==> src/rtl/ram_arbiter_pkg.sv <==
// ram_arbiter_pkg: shared state encoding, port ids and data width for the RAM arbiter
package ram_arbiter_pkg;
  localparam int DATA_W = 16;
  localparam logic PORT0 = 1'b0;
  localparam logic PORT1 = 1'b1;
  typedef enum logic [1:0] {
    IDLE   = 2'b00,
    ACCESS = 2'b01,
    RESP   = 2'b10
  } state_e;
endpackage

==> src/rtl/ram_arbiter_if.sv <==
// ram_arbiter_if: requester handshakes plus the RAM-side bus of the arbiter
interface ram_arbiter_if #(parameter int RAM_SIZE = 16);
  import ram_arbiter_pkg::*;
  logic                req0, req1, we0, we1, lock0, lock1, ack0, ack1, ram_we;
  logic [RAM_SIZE-1:0] addr0, addr1, ram_address;
  logic [DATA_W-1:0]   wdata0, wdata1, rdata0, rdata1, ram_wdata, ram_rdata;
  modport master (
    output req0, req1, we0, we1, lock0, lock1, addr0, addr1, wdata0, wdata1, ram_rdata,
    input  ack0, ack1, rdata0, rdata1, ram_address, ram_we, ram_wdata
  );
  modport slave (
    input  req0, req1, we0, we1, lock0, lock1, addr0, addr1, wdata0, wdata1, ram_rdata,
    output ack0, ack1, rdata0, rdata1, ram_address, ram_we, ram_wdata
  );
endinterface

==> src/rtl/ram_arb_pick.sv <==
// ram_arb_pick: two-way round-robin pick, restricted to the lock owner while a lock is held
module ram_arb_pick (
  input  logic req0,
  input  logic req1,
  input  logic last,
  input  logic lock_valid,
  input  logic lock_owner,
  output logic grant_valid,
  output logic grant_id
);
  always_comb begin
    grant_valid = lock_valid ? (lock_owner ? req1 : req0) : (req0 | req1);
    grant_id    = lock_valid ? lock_owner : ((req0 & req1) ? ~last : req1);
  end
endmodule

==> src/rtl/ram_arbiter.sv <==
// ram_arbiter: serialises two requesters onto a single-port synchronous-read RAM
// with round-robin fairness and an optional hold-the-grant lock.
module ram_arbiter
  import ram_arbiter_pkg::*;
#(
  parameter int RAM_SIZE = 16
) (
  input logic          clk,
  input logic          rst,
  ram_arbiter_if.slave bus
);
  state_e              state, state_nx;
  logic                last, lock_valid, lock_owner, grant_valid, grant_id;
  logic                owner_req, owner_lock, is_idle;
  logic [RAM_SIZE-1:0] addr_q;
  logic [DATA_W-1:0]   wdata_q;
  logic                we_q;

  ram_arb_pick u_pick (
    .req0       (bus.req0),
    .req1       (bus.req1),
    .last       (last),
    .lock_valid (lock_valid),
    .lock_owner (lock_owner),
    .grant_valid(grant_valid),
    .grant_id   (grant_id)
  );

  always_ff @(posedge clk or posedge rst)
    if (rst) state <= IDLE;
    else     state <= state_nx;

  always_comb begin
    state_nx   = state;
    is_idle    = state == IDLE;
    owner_req  = lock_owner ? bus.req1 : bus.req0;
    owner_lock = lock_owner ? bus.lock1 : bus.lock0;
    state_nx   = is_idle ? (grant_valid ? ACCESS : IDLE) : (state == ACCESS ? RESP : IDLE);
  end

  // last doubles as the response owner: it always names the port being served
  always_ff @(posedge clk or posedge rst)
    if (rst) begin
      addr_q     <= '0;
      wdata_q    <= '0;
      we_q       <= 1'b0;
      last       <= PORT1;
      lock_valid <= 1'b0;
      lock_owner <= PORT0;
    end else begin
      we_q <= 1'b0;
      if (is_idle && grant_valid) begin
        addr_q     <= grant_id ? bus.addr1 : bus.addr0;
        wdata_q    <= grant_id ? bus.wdata1 : bus.wdata0;
        we_q       <= grant_id ? bus.we1 : bus.we0;
        last       <= grant_id;
        lock_valid <= grant_id ? bus.lock1 : bus.lock0;
        lock_owner <= grant_id;
      end else if (is_idle && lock_valid && !owner_req && !owner_lock) begin
        lock_valid <= 1'b0;
      end
    end

  assign bus.ram_address = addr_q;
  assign bus.ram_wdata   = wdata_q;
  assign bus.ram_we      = we_q;
  assign bus.ack0        = (state == RESP) && (last == PORT0);
  assign bus.ack1        = (state == RESP) && (last == PORT1);
  assign bus.rdata0      = bus.ack0 ? bus.ram_rdata : '0;
  assign bus.rdata1      = bus.ack1 ? bus.ram_rdata : '0;
endmodule

==> src/flat_wrapper.sv <==
// flat-port wrapper written by rule: the top's interface ports become plain ports
module ram_arbiter_flat import ram_arbiter_pkg::*;
#(
  parameter int RAM_SIZE = 16
)
  (clk, rst, bus_req0, bus_req1, bus_we0, bus_we1, bus_lock0, bus_lock1, bus_addr0, bus_addr1, bus_wdata0, bus_wdata1, bus_ram_rdata, bus_ack0, bus_ack1, bus_rdata0, bus_rdata1, bus_ram_address, bus_ram_we, bus_ram_wdata);
  ram_arbiter_if #(.RAM_SIZE(RAM_SIZE)) bus_i ();
  input logic clk;
  input logic rst;
  input wire logic [$bits(bus_i.req0)-1:0] bus_req0;
  input wire logic [$bits(bus_i.req1)-1:0] bus_req1;
  input wire logic [$bits(bus_i.we0)-1:0] bus_we0;
  input wire logic [$bits(bus_i.we1)-1:0] bus_we1;
  input wire logic [$bits(bus_i.lock0)-1:0] bus_lock0;
  input wire logic [$bits(bus_i.lock1)-1:0] bus_lock1;
  input wire logic [$bits(bus_i.addr0)-1:0] bus_addr0;
  input wire logic [$bits(bus_i.addr1)-1:0] bus_addr1;
  input wire logic [$bits(bus_i.wdata0)-1:0] bus_wdata0;
  input wire logic [$bits(bus_i.wdata1)-1:0] bus_wdata1;
  input wire logic [$bits(bus_i.ram_rdata)-1:0] bus_ram_rdata;
  output wire logic [$bits(bus_i.ack0)-1:0] bus_ack0;
  output wire logic [$bits(bus_i.ack1)-1:0] bus_ack1;
  output wire logic [$bits(bus_i.rdata0)-1:0] bus_rdata0;
  output wire logic [$bits(bus_i.rdata1)-1:0] bus_rdata1;
  output wire logic [$bits(bus_i.ram_address)-1:0] bus_ram_address;
  output wire logic [$bits(bus_i.ram_we)-1:0] bus_ram_we;
  output wire logic [$bits(bus_i.ram_wdata)-1:0] bus_ram_wdata;
  assign bus_i.req0 = bus_req0;
  assign bus_i.req1 = bus_req1;
  assign bus_i.we0 = bus_we0;
  assign bus_i.we1 = bus_we1;
  assign bus_i.lock0 = bus_lock0;
  assign bus_i.lock1 = bus_lock1;
  assign bus_i.addr0 = bus_addr0;
  assign bus_i.addr1 = bus_addr1;
  assign bus_i.wdata0 = bus_wdata0;
  assign bus_i.wdata1 = bus_wdata1;
  assign bus_i.ram_rdata = bus_ram_rdata;
  assign bus_ack0 = bus_i.ack0;
  assign bus_ack1 = bus_i.ack1;
  assign bus_rdata0 = bus_i.rdata0;
  assign bus_rdata1 = bus_i.rdata1;
  assign bus_ram_address = bus_i.ram_address;
  assign bus_ram_we = bus_i.ram_we;
  assign bus_ram_wdata = bus_i.ram_wdata;
  ram_arbiter #(.RAM_SIZE(RAM_SIZE)) u_core (.clk(clk), .rst(rst), .bus(bus_i));
endmodule
==> config.mk <==
export PLATFORM = sky130hd
export DESIGN_NAME = ram_arbiter_flat
export DESIGN_NICKNAME = d
export VERILOG_FILES = /design/src/rtl/ram_arbiter_pkg.sv /design/src/rtl/ram_arbiter_if.sv /design/src/rtl/ram_arb_pick.sv /design/src/rtl/ram_arbiter.sv /design/src/flat_wrapper.sv
export SDC_FILE = /design/constraint.sdc
export NUM_CORES = 1
export LEC_CHECK = 0
export ABC_AREA = 1
export CORE_MARGIN = 5
export CORE_UTILIZATION = 33
export CTS_BUF_LIST = sky130_fd_sc_hd__clkbuf_8
export CTS_CLUSTER_SIZE = 40
export DETAILED_ROUTE_END_ITERATION = 12
export PLACE_DENSITY = 0.84
export SLEW_MARGIN = 20
export SYNTH_ARGS = -nofsm -noshare
export SYNTH_HDL_FRONTEND = slang
export SYNTH_SLANG_ARGS = --single-unit
==> constraint.sdc <==
create_clock -name clk -period 1.2 [get_ports clk]
set_input_delay 0.18 -clock clk [delete_from_list [all_inputs] [get_ports clk]]
set_output_delay 0.18 -clock clk [all_outputs]
set_load 0.01 [all_outputs]
======== Yosys cells after proc, flatten, opt, wreduce, memory -nomap -nowiden ========
Index checks and enable logic that the tools add are counted.
operators by class
  eq/ne operators ......................... 2
  multiplexer cells ....................... 17
  bitwise logic cells ..................... 3
  reduce and logical (&&, ||, !) cells .... 10
operators by type and width
  kind                count
  $mux 16             4
  $mux 1              11
  $logic_and 1x1->1   6
  $mux 2              2
  $eq 2x1->1 const B  1
  $eq 2x2->1 const B  1
  $logic_not 1->1     2
  $logic_not 2->1     1
  $reduce_bool 2->1   1
  $and 1x1->1         1
  $not 1->1           1
  $or 1x1->1          1
storage, ports and cells
  register bits ........................... 38
  bits of input ports ..................... 88
  output and inout bits ................... 67
  word-level logic and storage cells ...... 39

======== Depth between registers and ports, before layout ========
Gate-level depths: netlist (run 1).
  depth in word-level cells ............... 6
  gate-level depth with buffers ........... 8
  gate-level depth less buffers ........... 7

======== Cells and area by module ========
From an unflattened synthesis (run 1), not the netlist that was laid out.
second synthesis, totals
  cells, all modules ...................... 273
  area, all modules ....................... 2289.7 µm²
by module, submodules not included
  module        instances  cells an instance  area each (µm²)
  ram_arbiter   1          263                2250.9
  ram_arb_pick  1          10                 38.8

======== Worst setup path before layout (run 1) ========
Ideal clock, no wire load.
  kind .................................... reg2out
  start point ............................. reg u_core.state[0]
  end point ............................... out bus_rdata0[10]
  arrival time ............................ 1279 ps
  required time ........................... 1020 ps
  setup slack ............................. -259 ps
  stages on the path, launching flop included .. 5
  path buffers ............................ 1
  cells stage by stage .................... dfrtp_1 nor3_1 inv_1 buf_2 nor2_1
between the ends
  word-level cells in the longest chain between the ends .. 3
RTL lines
  item                    line                text
  from (decl)             ram_arbiter.sv:12   state_e state, state_nx;
  from (signal assigned)  ram_arbiter.sv:31   else state <= state_nx;
  $eq 2x2->1              ram_arbiter.sv:67   assign bus.ack0 = (state == RESP) && (last == PORT0);
  $logic_and 1x1->1       ram_arbiter.sv:67
  named net bus_ack0      flat_wrapper.sv:21  output wire logic [$bits(bus_i.ack0)-1:0] bus_ack0;
  $mux 16                 ram_arbiter.sv:69   assign bus.rdata0 = bus.ack0 ? bus.ram_rdata : '0;
  to (decl)               flat_wrapper.sv:23  output wire logic [$bits(bus_i.rdata0)-1:0] bus_rdata0;
The timed path passes the listed nets, and every way through them passes these cells.

======== Worst setup path after layout (run 1) ========
  start point ............................. reg u_core.last
  end point ............................... out bus_rdata0[3]
between the ends
  word-level cells in the longest chain between the ends .. 3
RTL lines
  item                    line               text
  from (decl)             ram_arbiter.sv:13  logic last, lock_valid, lock_owner, grant_valid, grant_id;
  from (signal assigned)  ram_arbiter.sv:56  last <= grant_id;
  $not 1->1               ram_arbiter.sv:67
  $logic_and 1x1->1       ram_arbiter.sv:67
  $mux 16                 ram_arbiter.sv:69
No other way between the ends.

==> run metrics, run 1 <==
cell breakdown of the critical path buf_6 > nor3_4 > inv_2 > clkbuf_16 > nor2_4 > buf_6; CTS Buffer Depth 2; Setup-failing EPs final 70; Met1 Wirelength 3460 microns; Tmin final 1.65 ns; area delta synth->final 117%; core region area 6680 sq um; R2R Path End u_core.bus.ram_address[3]; Seq pwr share 21.6%; cell mode on critical path buf_6; Seq/Total Area, Yosys 42.5%; Post-synth EDFFs 0; Yosys warnings 0; Tot GR Track Use 21.2%; outcome complete, but fails checks; antenna viol nets, final 0; largest net degree at the start of global routing 39; area occupied by multi-input gates 1570 sq um; CTS tree built; global-route wire length before repair 14300 microns; Reg2Reg Depth 9; Top Metal Used met4; Slew @ Worst Pin 0.339 ns; row cnt 30; Antenna diodes 0; Worst IR Drop VDD 1.13 mV; ys async rst share 100%; Post-synth top flop dfrtp_1; Mapped Nets 427; Crit-path slowest cell dfstp_2; met2 wire length 5080 microns; ratio of final minimum period to clock period 137%; crit path launch type flop; Worst path max stage delay 0.57 ns; switching part of the total 43.3%; Max-cap violations 0; final hold vios 0; final core utilization 72.8%; fillers 502; worst setup margin -0.449 ns; Internal 6.01 mW; R2R setup slack -0.31 ns; CP Capture Type output port; Fin Hold WS 0.238 ns; P_sw 4.59 mW; WS Path Type reg2out; gpl congestion 0.801; Sink Count 38; arrival time worst endpoint 1.47 ns; clock network power share 8.6%; RSZ-0062 raised after global routing yes; H-tree levels 2; top-level port count 155; Vias/cell 4.83; initial antenna violation count 0; post-synthesis cell area 2240 sq um; Die X 92.4 microns; post-route cell area 4860 sq um; skew final 0.00540 ns; number of I/O port buffers 154; total gr overflow 0; vias in the first global route 2907; DR WL met3 871 microns; Vias 2925; share of layout cells above drive strength 1 37.7%; Pleak 2.59 nW; power consumption 10.6 mW; wire per inst 15.9 microns; final WL 9590 microns; CTS Hold Buffers Added 0; DRC 0; post-synth cell types 19; Comb pwr share 69.8%; placed instance area 4220 sq um; Max FO, Critical Path 7; fmax 606 MHz; Die Ht 92.4 microns; Die ar. 8530 sq um; CP delay by family, top flip-flops; root buffer cell clkbuf_8; clock-pin slew on the worst setup and hold paths 0.07 ns; critical path startpoint u_core.last; violated checks setup timing; worst hold path class in2async; iteration-0 DRC count of the detailed router 137; DP HPWL 6250 microns; Sequential Area 953 sq um; Mapped Cells 339; Critical Path RT 1.02 ns; Yosys reg bits 38; Slew headroom 77.3%; initial core utilization 33.5%; fin. max-slew vios 0; Worst-Skew Late Latency 0.29 ns; TritonCTS Buffers 5; CP Depth 6; Syn Area/Cell 6.60 sq um; Pwr per Cell Area 2180 nW/um^2; Worst R2R Start u_core.last; nets@finish 612; total negative setup slack -22.12 ns; Worst Path Buf+Inv 4; Pre-antenna DRT Iters 4; CP Capture Point bus_rdata0[3]
-- metal layers --
layer / GRT usage (%) / vias to the layer above
met5: 0 / -
met4: 6.06 / 0
met3: 7.07 / 19
met2: 39.3 / 137
met1: 22.6 / 1372
li1: - / 1397
-- synthesized netlist by cell type, types with 2 or more instances --
| cell type | instances | area (sq um) |
|---|---|---|
| buf_4 | 3 | 22.5 |
| buf_2 | 3 | 15.0 |
| nor2_2 | 3 | 18.8 |
| nand3_1 | 36 | 180 |
| nand2_2 | 4 | 25.0 |
| a21oi_1 | 2 | 10.0 |
| nand2_1 | 173 | 649 |
| dfrtp_1 | 37 | 926 |
| o21ai_0 | 2 | 10.0 |
| buf_6 | 6 | 67.6 |
| inv_1 | 26 | 97.6 |
| nor2_1 | 33 | 124 |
| clkbuf_1 | 5 | 18.8 |
-- layout by cell type, fill, tap and decap left out, types with 19 or more instances in the layout --
master / Yosys / layout
buf_2: 3 / 19
buf_6: 6 / 19
clkdlybuf4s50_1: 0 / 87
dfrtp_1: 37 / 36
dlygate4sd2_1: 0 / 32
inv_1: 26 / 23
nand2_1: 173 / 120
nand2_2: 4 / 39
-- tightest hold or removal path: cells and delay by family --
| kind | cells | cell delay (ns) |
|---|---|---|
| buffers and inverters | 3 | 0.71 |
-- layout make-up --
cell class	count	area share (%)
flip-flops and latches	38	19.6
inverters	26	2.01
well taps	80	2.06
clock buffers	6	1.70
clock inverters	2	0.180
repair buffers	195	42.3
multi-input cells	258	32.2
-- flip-flops by register name, summed over array words and instances, names as in the netlist --
name and flops:
u_core.bus.ram_address 16, u_core.bus.ram_wdata 16, u_core.bus.ram_we 1, u_core.last 1
u_core.lock_owner 1, u_core.lock_valid 1, u_core.state 2
-- cells by family after synthesis --
| family | count (synthesis) | share of synthesized area, % |
|---|---|---|
| compound gates | 6 | 1.84 |
| buf+inv | 43 | 9.89 |
| flops | 38 | 42.5 |
| simple gates | 252 | 45.7 |
-- per-stage QoR --
step                cells  worst slack [ns]
CTS                   608            -0.452
floorplan             339           -0.0657
detailed placement    581            -0.457
global route          605            -0.528
global placement      581            -0.413
finish                605            -0.449
-- timing repair --
item | 4_1_cts | 5_1_grt
endpoints found under the setup margin | 104 | 72
pin swaps | 14 | 38
gates cloned | 10 | 1
gates resized for setup | 206 | 107
buffers inserted | 9 | 5
-- power by group through the flow --
stage               sequential, mW  combinational [mW]  clock, mW
CTS                           2.26                7.06      0.916
detailed placement            2.29                5.99          0
floorplan                     2.55                2.88          0
finish                        2.29                7.41      0.909
global placement              2.28                5.85          0
global route                  2.36                8.01      0.974
-- how the worst min path moves through the flow --
stage	startpoint	to	slack (ns)	cells past startpoint
finish	rst	u_core.bus.ram_wdata[13]	0.24	3
floorplan	bus_we1	u_core.bus.ram_we	0.31	2
CTS	rst	u_core.bus.ram_address[10]	0.25	3
global placement	u_core.bus.ram_wdata[3]	u_core.bus.ram_wdata[3]	0.46	2
detailed placement	u_core.bus.ram_wdata[2]	u_core.bus.ram_wdata[2]	0.46	2
global route	rst	u_core.bus.ram_wdata[13]	0.28	3
Note: power is estimated with default switching activity, not from simulation.
==> inputs of run 2 (changes only) <==
Settings changed: CORE_UTILIZATION 33 to 32, CTS_BUF_LIST sky130_fd_sc_hd__clkbuf_8 to sky130_fd_sc_hd__clkbuf_16, GPL_ROUTABILITY_DRIVEN set to 0, PLACE_DENSITY 0.84 to 0.82.
==> run 2 against run 1 <==
The run still ends with setup timing left. Register-to-register slack worse by 0.02 ns. Die area rose by 2.8%. Clock power up 62%. Sequential cell count unchanged. Routed wire length decreased by 4.8%.
==> run metrics, run 2 (same netlist as run 1, synthesis figures left out) <==
met3 usage 5.39%; Die X 93.6 microns; skew final 0.00693 ns; Reg2Reg Depth 9; Die Ht 93.6 microns; crit path launch type flop; total gr overflow 0; most frequent cells in the layout 127 x nand2_1, 85 x clkdlybuf4s50_1, 37 x nand2_2; top-level port count 155; vias in the first global route 2624; initial antenna violation count 0; Tot GR Track Use 18.5%; CTS Hold Buffers Added 0; share of layout cells above drive strength 1 34.5%; WS Path Type reg2out; Worst IR Drop VDD 1.13 mV; arrival time worst endpoint 1.42 ns; core region area 6790 sq um; Fin Hold WS 0.264 ns; Slew @ Worst Pin 0.289 ns; Pwr per Cell Area 2180 nW/um^2; final hold vios 0; fmax 625 MHz; Die ar. 8770 sq um; DRC 0; Max FO, Critical Path 8; initial core utilization 32.9%; power consumption 10.6 mW; CP Capture Type output port; most common cell after layout, fill and taps aside nand2_1; M1 GR Usage 21.1%; Max-cap violations 0; Setup-failing EPs final 71; violated checks setup timing; worst hold path class in2async; Tmin final 1.60 ns; DP HPWL 6310 microns; CTS tree built; Top Usage Layer GRT met2; global-route wire length before repair 12800 microns; DP Worst Slack -0.454 ns; Sink Count 38; outcome complete, but fails checks; clock-pin slew on the worst setup and hold paths 0.06 ns; Worst-Skew Late Latency 0.28 ns; Critical Path RT 1.02 ns; ratio of final minimum period to clock period 133%; row cnt 30; iteration-0 DRC count of the detailed router 97; area delta synth->final 117%; final WL 9130 microns; RSZ-0062 raised after global routing yes; Vias 2853; worst setup margin -0.400 ns; number of I/O port buffers 154; met2 usage in global routing 34.2%; root buffer cell clkbuf_16; Vias/cell 4.62; H-tree levels 2; Antenna diodes 0; R2R setup slack -0.33 ns; wire per inst 14.8 microns; CTS Buffer Depth 2; antenna viol nets, final 0; largest net degree at the start of global routing 39; nets@finish 608; final core utilization 71.5%; Pre-antenna DRT Iters 4; fin. max-slew vios 0; Pleak 2.54 nW; TritonCTS Buffers 5; Slew headroom 80.7%
## run 2: routing by layer
metal	vias to the layer above	share of wire, %
met3	7	7.6
met1	1347	38
met2	104	54
met4	0	0.73
met5	-	0
li1	1395	-
## run 2: final cells by class
type,instances,area [sq um]
repair buffers,191,2000
fillers,526,1940
multi-input cells,258,1520
flip-flops and latches,38,953
clock buffers,5,125
well taps,96,120
inverters,26,100
clock inverters,3,37.5
## run 2: through the flow
step / cells / setup TNS (ns) / cell area (sq um)
after floorplan: 339 / -2.65 / 2420
after global placement: 598 / -26.52 / 4210
after detailed placement: 598 / -28.64 / 4210
after CTS: 613 / -20.29 / 4380
after global routing: 617 / -25.85 / 4860
final: 617 / -21.30 / 4860
## run 2: what timing repair did
| item | 4_1_cts | 5_1_grt |
|---|---|---|
| resized for setup | 199 | 108 |
| cloned | 4 | 5 |
| pin swaps | 12 | 31 |
| buffers inserted | 5 | 0 |
| endpoints found under the setup margin | 103 | 71 |
## run 2: worst paths after layout
kind                                                 start                         end
worst max register to register                 u_core.last   u_core.bus.ram_address[2]
max in group asynchronous                              rst                 u_core.last
min in group clk                u_core.bus.ram_address[13]  u_core.bus.ram_address[13]
worst max-delay path                           u_core.last               bus_rdata1[5]
worst min-delay path                                   rst    u_core.bus.ram_wdata[14]
worst min register to register  u_core.bus.ram_address[13]  u_core.bus.ram_address[13]
## run 2: critical path: stages (launching register included)
cell and delay, ns:
dfstp_2 0.59, nand3_4 0.11, clkbuf_16 0.19, nor2_1 0.10
buf_2 0.14
## run 2: power by group
| group | leakage, nW | switching (mW) | internal, mW | total, mW |
|---|---|---|---|---|
| Combinational | 1.99 | 3.54 | 3.28 | 6.83 |
| Clock | 0.0826 | 0.503 | 0.965 | 1.47 |
| Sequential | 0.471 | 0.344 | 1.93 | 2.27 |
